## config.mk

```make
export PLATFORM = sky130hd
export DESIGN_NAME = hotkey_ctrl
export DESIGN_NICKNAME = d
export VERILOG_FILES = /design/src/rtl/hotkey_pkg.sv /design/src/rtl/hk_match.sv /design/src/rtl/hotkey_ctrl.sv
export SDC_FILE = /design/constraint.sdc
export NUM_CORES = 1
export LEC_CHECK = 0
export BUFFER_PORTS_ARGS = -buffer_cell sky130_fd_sc_hd__buf_2
export CORE_MARGIN = 5
export CORE_UTILIZATION = 40
export CTS_CLUSTER_SIZE = 12
export DETAILED_ROUTE_END_ITERATION = 12
export GPL_ROUTABILITY_DRIVEN = 0
export GPL_TIMING_DRIVEN = 1
export PLACE_DENSITY_LB_ADDON = 0.12
export SYNTH_ARGS = -nofsm -noshare
export SYNTH_HDL_FRONTEND = slang
export SYNTH_SLANG_ARGS = --single-unit
```

## constraint.sdc

```tcl
create_clock -name clk -period 2.55 [get_ports clk]
set_input_delay 0.51 -clock clk [delete_from_list [all_inputs] [get_ports clk]]
set_output_delay 0.51 -clock clk [all_outputs]
set_load 0.02 [all_outputs]
```

## src/rtl/hotkey_pkg.sv

```systemverilog
// Shared types and code constants for the joypad hotkey controller.
package hotkey_pkg;

  typedef enum logic [1:0] {
    IDLE,
    MATCH,
    FIRE,
    WAIT_REL
  } HkState;

  localparam logic [1:0] HK_NONE = 2'd0;
  localparam logic [1:0] HK_MENU = 2'd1;
  localparam logic [1:0] HK_SAVE = 2'd2;
  localparam logic [1:0] HK_LOAD = 2'd3;

  typedef struct packed {
    logic       valid;
    logic [1:0] code;
  } HkReq;

endpackage

```

## src/rtl/hk_match.sv

```systemverilog
// Combinational hotkey matcher: exact mask compare with menu > save > load priority.
module hk_match
  import hotkey_pkg::*;
(
  input  logic [7:0] pad_val,
  input  logic [7:0] key_save,
  input  logic [7:0] key_load,
  input  logic [7:0] key_menu,
  input  logic       sst_on,
  output logic [1:0] code
);

  // Zero masks are disabled; save/load only count while save-states are on.
  always_comb begin
    code = HK_NONE;
    if (key_menu != '0 && pad_val == key_menu) begin
      code = HK_MENU;
    end else if (sst_on && key_save != '0 && pad_val == key_save) begin
      code = HK_SAVE;
    end else if (sst_on && key_load != '0 && pad_val == key_load) begin
      code = HK_LOAD;
    end
  end

endmodule

```

## src/rtl/hotkey_ctrl.sv

```systemverilog
// Hotkey controller: qualifies a held combo over several scans, raises one
// request to the MCU, waits for ack or timeout, then blocks the pad until release.
module hotkey_ctrl
  import hotkey_pkg::*;
#(
  parameter int unsigned HOLD_SCANS = 4,
  parameter logic [23:0] ACK_TMO    = 24'd1000000,
  parameter int unsigned CODE_W     = 2
) (
  input  logic              clk,
  input  logic              rst,
  input  logic [7:0]        pad_val,
  input  logic              pad_strobe,
  input  logic [7:0]        key_save,
  input  logic [7:0]        key_load,
  input  logic [7:0]        key_menu,
  input  logic              sst_on,
  output logic              req_valid,
  output logic [CODE_W-1:0] req_code,
  input  logic              req_ack,
  output logic              req_tmo,
  output logic              pad_block
);

  HkState      state_q, state_d;
  logic [1:0]  cand_q, cand_d;
  logic [7:0]  hold_cnt_q, hold_cnt_d;
  logic [23:0] tmo_cnt_q, tmo_cnt_d;
  HkReq        req_q, req_d;
  logic        req_tmo_q, req_tmo_d;
  logic        pad_block_q, pad_block_d;

  logic [1:0]  match_code;
  logic [7:0]  hold_inc;
  logic        hold_done;
  logic        fire_go;
  logic [1:0]  fire_code;

  hk_match u_match (
    .pad_val  (pad_val),
    .key_save (key_save),
    .key_load (key_load),
    .key_menu (key_menu),
    .sst_on   (sst_on),
    .code     (match_code)
  );

  // Saturating hold count and qualification threshold.
  always_comb begin
    hold_inc  = (hold_cnt_q == '1) ? hold_cnt_q : hold_cnt_q + 8'd1;
    hold_done = 32'(hold_inc) >= HOLD_SCANS;
  end

  // Next-state logic; entry into FIRE is shared by IDLE (single-scan hold) and MATCH.
  always_comb begin
    state_d     = state_q;
    cand_d      = cand_q;
    hold_cnt_d  = hold_cnt_q;
    tmo_cnt_d   = tmo_cnt_q;
    req_d       = req_q;
    req_tmo_d   = 1'b0;
    pad_block_d = pad_block_q;
    fire_go     = 1'b0;
    fire_code   = cand_q;

    case (state_q)
      IDLE: begin
        if (pad_strobe && match_code != HK_NONE) begin
          cand_d = match_code;
          if (HOLD_SCANS <= 1) begin
            fire_go   = 1'b1;
            fire_code = match_code;
          end else begin
            state_d    = MATCH;
            hold_cnt_d = 8'd1;
          end
        end
      end
      MATCH: begin
        if (pad_strobe) begin
          if (match_code == cand_q) begin
            if (hold_done) begin
              fire_go = 1'b1;
            end else begin
              hold_cnt_d = hold_inc;
            end
          end else begin
            state_d    = IDLE;
            hold_cnt_d = '0;
          end
        end
      end
      FIRE: begin
        if (req_ack) begin
          state_d   = WAIT_REL;
          req_d     = '0;
          tmo_cnt_d = '0;
        end else if (tmo_cnt_q == ACK_TMO - 24'd1) begin
          state_d   = WAIT_REL;
          req_d     = '0;
          req_tmo_d = 1'b1;
          tmo_cnt_d = '0;
        end else begin
          tmo_cnt_d = tmo_cnt_q + 24'd1;
        end
      end
      WAIT_REL: begin
        if (pad_strobe && pad_val == '0) begin
          state_d     = IDLE;
          pad_block_d = 1'b0;
        end
      end
      default: state_d = IDLE;
    endcase

    if (fire_go) begin
      state_d     = FIRE;
      hold_cnt_d  = '0;
      tmo_cnt_d   = '0;
      req_d.valid = 1'b1;
      req_d.code  = fire_code;
      pad_block_d = 1'b1;
    end
  end

  // State, counters and registered outputs; reset overrides everything.
  always_ff @(posedge clk) begin
    if (rst) begin
      state_q     <= IDLE;
      cand_q      <= HK_NONE;
      hold_cnt_q  <= '0;
      tmo_cnt_q   <= '0;
      req_q       <= '0;
      req_tmo_q   <= 1'b0;
      pad_block_q <= 1'b0;
    end else begin
      state_q     <= state_d;
      cand_q      <= cand_d;
      hold_cnt_q  <= hold_cnt_d;
      tmo_cnt_q   <= tmo_cnt_d;
      req_q       <= req_d;
      req_tmo_q   <= req_tmo_d;
      pad_block_q <= pad_block_d;
    end
  end

  assign req_valid = req_q.valid;
  assign req_code  = CODE_W'(req_q.code);
  assign req_tmo   = req_tmo_q;
  assign pad_block = pad_block_q;

endmodule

```

# After elaboration in Yosys (flattened, before gate mapping)
# Cells that the tools add are included.
[word_totals]
register_bits = 41
wordCells = 90
in_bits = 37
out_inout_bits = 5
[classes]
n_reduce_logical = 26
eq_ne = 20
n_mux = 31
magnitude_cmp = 1
bitwise = 1
add_sub_neg = 2
[ops]
columns = ["operator", "n"]
rows = [
  ["$mux 24", 2],
  ["$mux 8", 5],
  ["$add 24x1->24 const B", 1],
  ["$eq 24x20->1 const B", 1],
  ["$eq 8x8->1", 3],
  ["$reduce_bool 8->1", 3],
  ["$mux 2", 10],
  ["$ne 3x3->1 const B", 6],
  ["$pmux 8 s2", 1],
  ["$mux 3", 4],
  ["$reduce_and 5->1", 2],
  ["$reduce_bool 2->1", 5],
  ["$add 8x1->8 const B", 1],
  ["$eq 8x8->1 const B", 1],
  ["$ge 8x3->1 const B", 1],
  ["$logic_not 8->1", 1],
  ["$mux 1", 8],
  ["$ne 2x2->1 const B", 4],
  ["$pmux 2 s4", 1],
  ["$logic_and 1x1->1", 7],
  ["$reduce_and 2->1", 3],
  ["$eq 2x2->1 const B", 2],
  ["$ne 4x4->1 const B", 1],
  ["$reduce_and 4->1", 1],
  ["other kinds (7)", 7],
]

# Logic depth before layout (Yosys ltp)
# Gate-level depths: netlist (run 1).
[depth]
ltp_word = 12
depth_mapped = 9
depth_no_buf = 8

# By module
# Synthesis (run 1) repeated with hierarchy kept, for this count alone.
[unflattened]
hier_cells = 300
area_unflattened_um2 = 2494.9
[by_module_without_submodules]
columns = ["mod", "cells_each", "instances", "area_per_inst_um2", "seq_area_each_um2"]
rows = [
  ["hotkey_ctrl", 256, 1, 2144.6, 820.8],
  ["hk_match", 44, 1, 350.3, 0.0],
]

# Worst setup path after synthesis (run 1)
# No wires, ideal clock.
[synth_path]
path_kind = "input to register"
start = "input pad_val[7]"
end = "register hold_cnt_q[0]"
path_stages = 8
t_arrival_ns = 2.217
setup_ns = 0.122
n_path_buf = 1
t_required_ns = 2.428
slack_ns = 0.211
path_cell_list = "buf_2 -> or4_4 -> o211ai_2 -> nor4_1 -> a31o_1 -> a21o_2 -> nor3b_2 -> o311a_1"
[synth_via]
elab_chain_cells = 10
word_cells_on_any_way = 22
classes_between = "eq/ne (6); mux (9); reduce/logical (7)"
[synth_lines]
columns = ["element", "line_no", "text"]
rows = [
  ["start, declared", "hotkey_ctrl.sv:12", "input logic [7:0] pad_val,"],
  ["$eq 8x8->1", "hk_match.sv:20", "end else if (sst_on && key_load != '0 && pad_val == key_load) begin"],
  ["$logic_and 1x1->1", "hk_match.sv:20", ""],
  ["$mux 2", "hk_match.sv:20", ""],
  ["$mux 2", "hk_match.sv:18", "end else if (sst_on && key_save != '0 && pad_val == key_save) begin"],
  ["$mux 2 *", "hk_match.sv:16", "if (key_menu != '0 && pad_val == key_menu) begin"],
  ["$eq 2x2->1", "hotkey_ctrl.sv:81", "if (match_code == cand_q) begin"],
  ["$mux 1", "hotkey_ctrl.sv:81", ""],
  ["$mux 1", "hotkey_ctrl.sv:80", "if (pad_strobe) begin"],
  ["$mux 1", "hotkey_ctrl.sv:66", "case (state_q)"],
  ["$reduce_or 2->1 (no source line)", "n/a", ""],
  ["end signal, assigned", "hotkey_ctrl.sv:139", "hold_cnt_q <= hold_cnt_d;"],
  ["end, declared", "hotkey_ctrl.sv:27", "logic [7:0] hold_cnt_q, hold_cnt_d;"],
]
# Mark *: on every way between the ends. The rest lies on a longest branch, timed or not. The select of a mux whose other input is x is not followed.
# A chain may end at the register's enable or synchronous reset.

# Worst setup path after layout (run 1)
[layout_path]
start = "register tmo_cnt_q[0]"
end = "register tmo_cnt_q[10]"
[layout_via]
elab_chain_cells = 3
word_cells_on_any_way = 4
classes_between = "add/sub (1); eq/ne (1); mux (2)"
[layout_lines]
columns = ["element", "line_no", "text"]
rows = [
  ["start, declared", "hotkey_ctrl.sv:28", "logic [23:0] tmo_cnt_q, tmo_cnt_d;"],
  ["start signal, assigned", "hotkey_ctrl.sv:140", "tmo_cnt_q <= tmo_cnt_d;"],
  ["$add 24x1->24 / $eq 24x20->1 (equally long branches)", "hotkey_ctrl.sv:104, hotkey_ctrl.sv:98", ""],
  ["$mux 24 *", "hotkey_ctrl.sv:98", "end else if (tmo_cnt_q == ACK_TMO - 24'd1) begin"],
  ["$mux 24 *", "hotkey_ctrl.sv:94", "if (req_ack) begin"],
]
# Mark *: on every way between the ends. The rest lies on a longest branch, timed or not.

==> impl_metrics.toml, run 1 <==
[global_routing]
antenna_found_initial = 0
grt_pass1_vias = 2580
grt_usage = 0.1724
grt_pass1_wl_um = 12180
overflow = 0
grt_max_degree = 25

[setup_path]
crit_path_end_kind = "register"
worstSetupStartpointType = "register"
crit_arrival_ns = 2.46
crit_start = "tmo_cnt_q[0]$_SDFFE_PP0P_"
crit_required_ns = 2.76
worst-path-max-fanout = 6
path_class = "register to register"
r2r_start = "tmo_cnt_q[0]$_SDFFE_PP0P_"

[timing]
clock_skew_ns = 0.006992
worst_pin_slew_ns = 0.5880
hold_viol_final = 0
fmax_mhz = 444.0
report.final.slew_viol_count = 0
rsz0062_at_grt = "no"
fin_crit_sh = 0.8832
tns_ns = 0
setup_viol = 0
slew_headroom = 0.6050
fin_crit_ns = 2.252

[logic_synthesis]
syn-num-nets = 370
synth-async-reset-ratio = 0
ys_types = 61
synth_area_um2 = 2664
post_synth.cell_area_avg_um2 = 8.048
ys.flop_type = "dfxtp_1"
synth_warnings = 0
seq_area_frac_synth = 0.3081
synth_cells = 331
synth_edf_count = 0
ys_seq_elements = 41

[clock_tree]
cts_tree = "built"
htreeDepth = 2
worstSkewPairLatency_ns = 0.30
post_cts_buffers = 0
numCtsBuffers = 5
cts_resized = 0
clk_path_buf_depth = 2
clockRootBuffer = "clkbuf_8"
clock-sinks = 41
path_clk_slew_ns = 0.09
holdBufCountCts = 0

[layout]
stdcell_count = 462
nFillCells = 637
nets = 423
n_antenna_cell = 0
multi_input_area_um2 = 1749
post-route-util = 0.4935
finalInstanceArea_um2 = 3169
register_area_um2 = 820.8
drive_above_1_share = 0.2234
syn_to_final_growth_pct = 18.98

[floorplan]
io_pins = 42
fp.dieW_um = 91.61
dieArea_um2 = 8391
die_h_um = 91.61
coreArea_um2 = 6422
rows = 29
initial_core_util = 0.4148

[worst_hold_path]
min_path_type = "register to register"
hp-start = "tmo_cnt_q[18]$_SDFFE_PP0P_"

[routing]
num_vias = 2625
drt_first_pass_iters = 4
drc_errors = 0
ant_nets = 0
wirelength_um = 6843
via_per_inst = 5.682
first_iter_violations = 119
wire_per_inst_um = 14.81

[placement]
placed_area_um2 = 3054
dpl.cell_count = 454
numPortBuffers = 41
dp_hpwl_um = 5246

[power]
ir_worst_vdd_mv = 0.2581
p_leak_nw = 1.204
total_power_w = 0.001330
power.density_nw_per_um2 = 419.5

[run]
maxCapViolCount = 0

[status]
run_status = "completed"
==> routing by layer <==
metal,GRT usage,vias up,share of wire
met4,0.05276,0,0.011
li1,-,1361,-
met1,0.2531,1205,0.52
met5,0,-,0
met3,0.02975,5,0.043
met2,0.2550,54,0.42
==> metrics by stage <==
stage / worst slack [ns] / hold WS, ns
global route: 0.06663 / 0.4939
floorplan: 0.2110 / 0.4408
CTS: 0.2826 / 0.4752
finish: 0.2979 / 0.4844
detailed placement: 0.02978 / 0.4714
global placement: 0.07991 / 0.4691
==> logic make-up (layout without fill, tap and decap cells) <==
kind of cell    count (synthesis)  after routing  share of synthesized area
compound gates                100            100                     0.2691
fa+ha+maj                       2              2                   0.009393
buf+inv                        20             74                    0.03522
simple gates                  145            145                     0.2997
xor+xnor                       23             23                    0.07844
flops                          41             41                     0.3081
==> layout make-up <==
type,instances,area share
clock inverter,3,0.01461
sequential,41,0.2590
tap,77,0.03040
multi-input combinational,270,0.5519
inverter,8,0.009475
timing repair buffer,58,0.1129
clock buffer,5,0.02171
==> state kept, by name, summed over array words and instances (netlist names) <==
register	cells
tmo_cnt_q	24
hold_cnt_q	8
cand_q	2
req_code	2
state_q	2
pad_block	1
req_tmo	1
req_valid	1
==> worst paths after layout <==
path,slack (ns),cells after the start,endpoint
min reg2reg,0.48,1,tmo_cnt_q[18]$_SDFFE_PP0P_
max reg2reg,0.30,9,tmo_cnt_q[10]$_SDFFE_PP0P_
min,0.48,1,tmo_cnt_q[18]$_SDFFE_PP0P_
max,0.30,9,tmo_cnt_q[10]$_SDFFE_PP0P_
==> cell usage after synthesis, drive strengths merged (2+ instances only) <==
library cell,count,share of area
o2111ai,2,0.0066
buf,6,0.015
nor2b,2,0.0047
a211oi,8,0.026
nor3,13,0.024
a22oi,2,0.0056
nor3b,8,0.024
o211ai,4,0.013
o31ai,3,0.014
o21bai,2,0.0056
nor4b,4,0.013
inv,8,0.011
o221ai,2,0.0066
nand3,14,0.026
and2,4,0.0094
nand4,8,0.019
or4,3,0.0099
or2,2,0.0047
and3,16,0.038
o21ai,23,0.049
nand2,18,0.026
ha,2,0.0094
a21o,3,0.0089
a311oi,6,0.020
nor2,35,0.049
dfxtp,41,0.31
xor2,15,0.049
a31oi,5,0.012
and4,2,0.0066
or3,6,0.016
o211a,3,0.011
xnor2,8,0.029
clkbuf,6,0.0085
nor4,8,0.021
a21oi,28,0.053
a31o,2,0.0066
==> power breakdown <==
part	switching (W)	internal, W	total, W
Clock	0.000247	0.000293	0.000540
Sequential	0.000000966	0.000640	0.000641
Combinational	0.0000860	0.0000624	0.000148
Total	0.000334	0.000996	0.00133
==> worst max-delay path, stage by stage, from the launching register on <==
cell and delay [ns]:
dfxtp_1 0.34, ha_1 0.24, and3_1 0.20, nand3_1 0.12
nor3_1 0.08, buf_4 0.15, nor3_1 0.41, buf_4 0.25
a41oi_1 0.12, a311oi_1 0.25
==> cells in the final DEF, fill, tap and decap left out, types with 4 or more instances in the layout <==
| cell type | n |
|---|---|
| nor4_1 | 7 |
| nand3_1 | 14 |
| a21oi_1 | 28 |
| o21ai_0 | 21 |
| a211oi_1 | 6 |
| nor2_1 | 35 |
| buf_4 | 15 |
| buf_2 | 41 |
| a311oi_1 | 6 |
| and3_1 | 16 |
| xnor2_1 | 7 |
| nand4_1 | 8 |
| xor2_1 | 15 |
| dfxtp_1 | 41 |
| nor3_1 | 13 |
| nor3b_1 | 7 |
| nor4b_1 | 4 |
| and2_1 | 4 |
| nand2_1 | 17 |
| inv_1 | 7 |
| clkbuf_8 | 5 |
| or3_1 | 5 |
| a31oi_1 | 5 |
No activity file was read; power rests on OpenSTA's default activity.
==> run 2, diff against run 1 <==
- CORE_UTILIZATION: 40 -> 57
==> run 2 against run 1 <==
Compared with the run above:
- total power is 6.7% lower
- combinational power hardly changed
- via count is 2.9% higher
- core utilization is 20 points higher
- critical path depth is 1 higher
- non-clock buffer count is 5 lower
- clock-buffer cell count is 1 higher
- routed wire length is 3.6% lower
- first-iteration DRC count is 83% higher
- design area is 3.2% lower
- worst hold slack worse by 0.0090 ns
- clock power is 16% lower
- largest cell class unchanged
==> impl_metrics.toml, run 2 (synthesized netlist as in run 1, its figures left out) <==
[status]
run_status = "completed"

[setup_path]
worstReg2RegEnd = "tmo_cnt_q[22]$_SDFFE_PP0P_"
path_class = "register to register"
worst-path-max-fanout = 12
worstSetupStartpointType = "register"
r2r_start = "tmo_cnt_q[0]$_SDFFE_PP0P_"
r2r_setup_slack_ns = 0.22
r2r_cells = 10
crit_arrival_ns = 2.54
crit_required_ns = 2.76
crit_path_end_kind = "register"

[power]
power.density_nw_per_um2 = 404.1
ir_worst_vdd_mv = 0.3707
intPower_w = 0.0009208
p_seq_frac = 0.517
p_leak_nw = 1.169
power_frac_clock = 0.366
sw_frac_of_total = 0.2577
pwr-share-comb = 0.116
p_sw_w = 0.0003196

[timing]
setup_viol = 0
worst_pin_slew_ns = 0.6319
slew_headroom = 0.5743
fin_crit_ns = 2.335
fmax_mhz = 428.3
worst_hold_slack_ns = 0.4754
fin_crit_sh = 0.9156
clock_skew_ns = 0.009397
report.final.slew_viol_count = 0
rsz0062_at_grt = "no"
tns_ns = 0
hold_viol_final = 0

[routing]
num_vias = 2701
wirelength_um = 6594
via_per_inst = 6.252
wire_per_inst_um = 15.26
drt_first_pass_iters = 4
drc_errors = 0
first_iter_violations = 218
ant_nets = 0

[clock_tree]
clk_path_buf_depth = 2
path_clk_slew_ns = 0.08
post_cts_buffers = 0
htreeDepth = 2
cts_resized = 0
clock-sinks = 41
numCtsBuffers = 5
clockRootBuffer = "clkbuf_8"
worstSkewPairLatency_ns = 0.29
cts_tree = "built"
holdBufCountCts = 0

[floorplan]
fp.dieW_um = 78.36
dieArea_um2 = 6140
io_pins = 42
coreArea_um2 = 4444
die_h_um = 78.36
initial_core_util = 0.5994
rows = 24

[worst_hold_path]
worstHoldEndpoint = "pad_block$_SDFFE_PP0P_"
min_path_type = "input port to register"
hp-start = "rst"
whs_path_depth = 2

[layout]
top_regs = "tmo_cnt_q: 24 flops, hold_cnt_q: 8 flops"
top_register = "tmo_cnt_q"
final_cell_mix = "41 x dfxtp_1, 41 x buf_2, 35 x nor2_1, 28 x a21oi_1, 21 x o21ai_0"
drive_above_1_share = 0.2132
largest_reg_flops = 24
syn_to_final_growth_pct = 15.22
nets = 418
n_antenna_cell = 0
nFillCells = 376

[run]
maxCapViolCount = 0

[global_routing]
grt_max_degree = 25
grt_usage = 0.2169
antenna_found_initial = 0
grt_pass1_vias = 2476
overflow = 0
grt_pass1_wl_um = 11140

[placement]
dp_hpwl_um = 4990
numPortBuffers = 41
run 2: cell types whose count changed in the layout (fill, tap and decap cells not counted), sizes merged:
cell / change
clkinvlp: -1
bufinv: -1
clkbuf: +1
clkinv: +1
buf: -5
run 2: per-layer routing:
metal	wire, um	part of all wire	global-route usage
met1	3176	0.48	0.3067
met2	2951	0.45	0.3450
met3	396	0.060	0.03890
met4	70	0.011	0.04895
met5	0	0	0
run 2: per-stage QoR:
| step | area [um^2] | utilization | std cells | worst slack, ns | power, W |
|---|---|---|---|---|---|
| 2_1_floorplan | 2664 | - | 331 | 0.2110 | 0.0007423 |
| 3_3_place_gp | 2973 | 0.6689 | 424 | 0.06486 | 0.0007982 |
| 3_5_place_dp | 2973 | 0.6689 | 424 | 0.02505 | 0.0008004 |
| 4_1_cts | 3069 | 0.6906 | 432 | 0.2314 | 0.001245 |
| 5_1_grt | 3069 | 0.6906 | 432 | 0.02432 | 0.001287 |
| 6_report | 3069 | 0.6906 | 432 | 0.2153 | 0.001240 |
run 2: area by class of cell:
cell class              instances  area, um^2  area share
clock buffers                   6       82.58     0.02691
clock inverters                 2       13.76    0.004484
inverters                       8       30.03    0.009784
multi-input cells             270        1749      0.5699
flip-flops and latches         41       820.8      0.2674
well taps                      52       65.06     0.02120
repair buffers                 53       307.8      0.1003
run 2: critical path: stages, from the launching register on:
cell      delay, ns
dfxtp_1        0.34
ha_1           0.24
and3_1         0.21
nand3_1        0.13
nor3_1         0.07
buf_4          0.15
or3_1          0.42
buf_4          0.22
nor2_1         0.14
a31oi_1        0.10
a311oi_1       0.24
run 2: power groups by stage:
stage | sequential, W | clock (W) | combinational (W)
floorplan | 0.000657 | 0 | 0.0000858
global placement | 0.000657 | 0 | 0.000141
detailed placement | 0.000657 | 0 | 0.000143
CTS | 0.000642 | 0.000459 | 0.000144
global route | 0.000642 | 0.000488 | 0.000157
finish | 0.000642 | 0.000454 | 0.000145
run 2: worst max-delay path by stage:
| stage | start | endpoint | slack (ns) | cells after the start |
|---|---|---|---|---|
| 2_1_floorplan | pad_val[7] | hold_cnt_q[0]$_SDFFE_PP0P_ | 0.21 | 8 |
| 3_3_place_gp | key_save[0] | state_q[0]$_SDFFE_PP0P_ | 0.06 | 8 |
| 3_5_place_dp | key_save[0] | state_q[0]$_SDFFE_PP0P_ | 0.03 | 8 |
| 4_1_cts | tmo_cnt_q[0]$_SDFFE_PP0P_ | tmo_cnt_q[18]$_SDFFE_PP0P_ | 0.23 | 10 |
| 5_1_grt | tmo_cnt_q[0]$_SDFFE_PP0P_ | tmo_cnt_q[18]$_SDFFE_PP0P_ | 0.02 | 10 |
| 6_report | tmo_cnt_q[0]$_SDFFE_PP0P_ | tmo_cnt_q[22]$_SDFFE_PP0P_ | 0.22 | 10 |
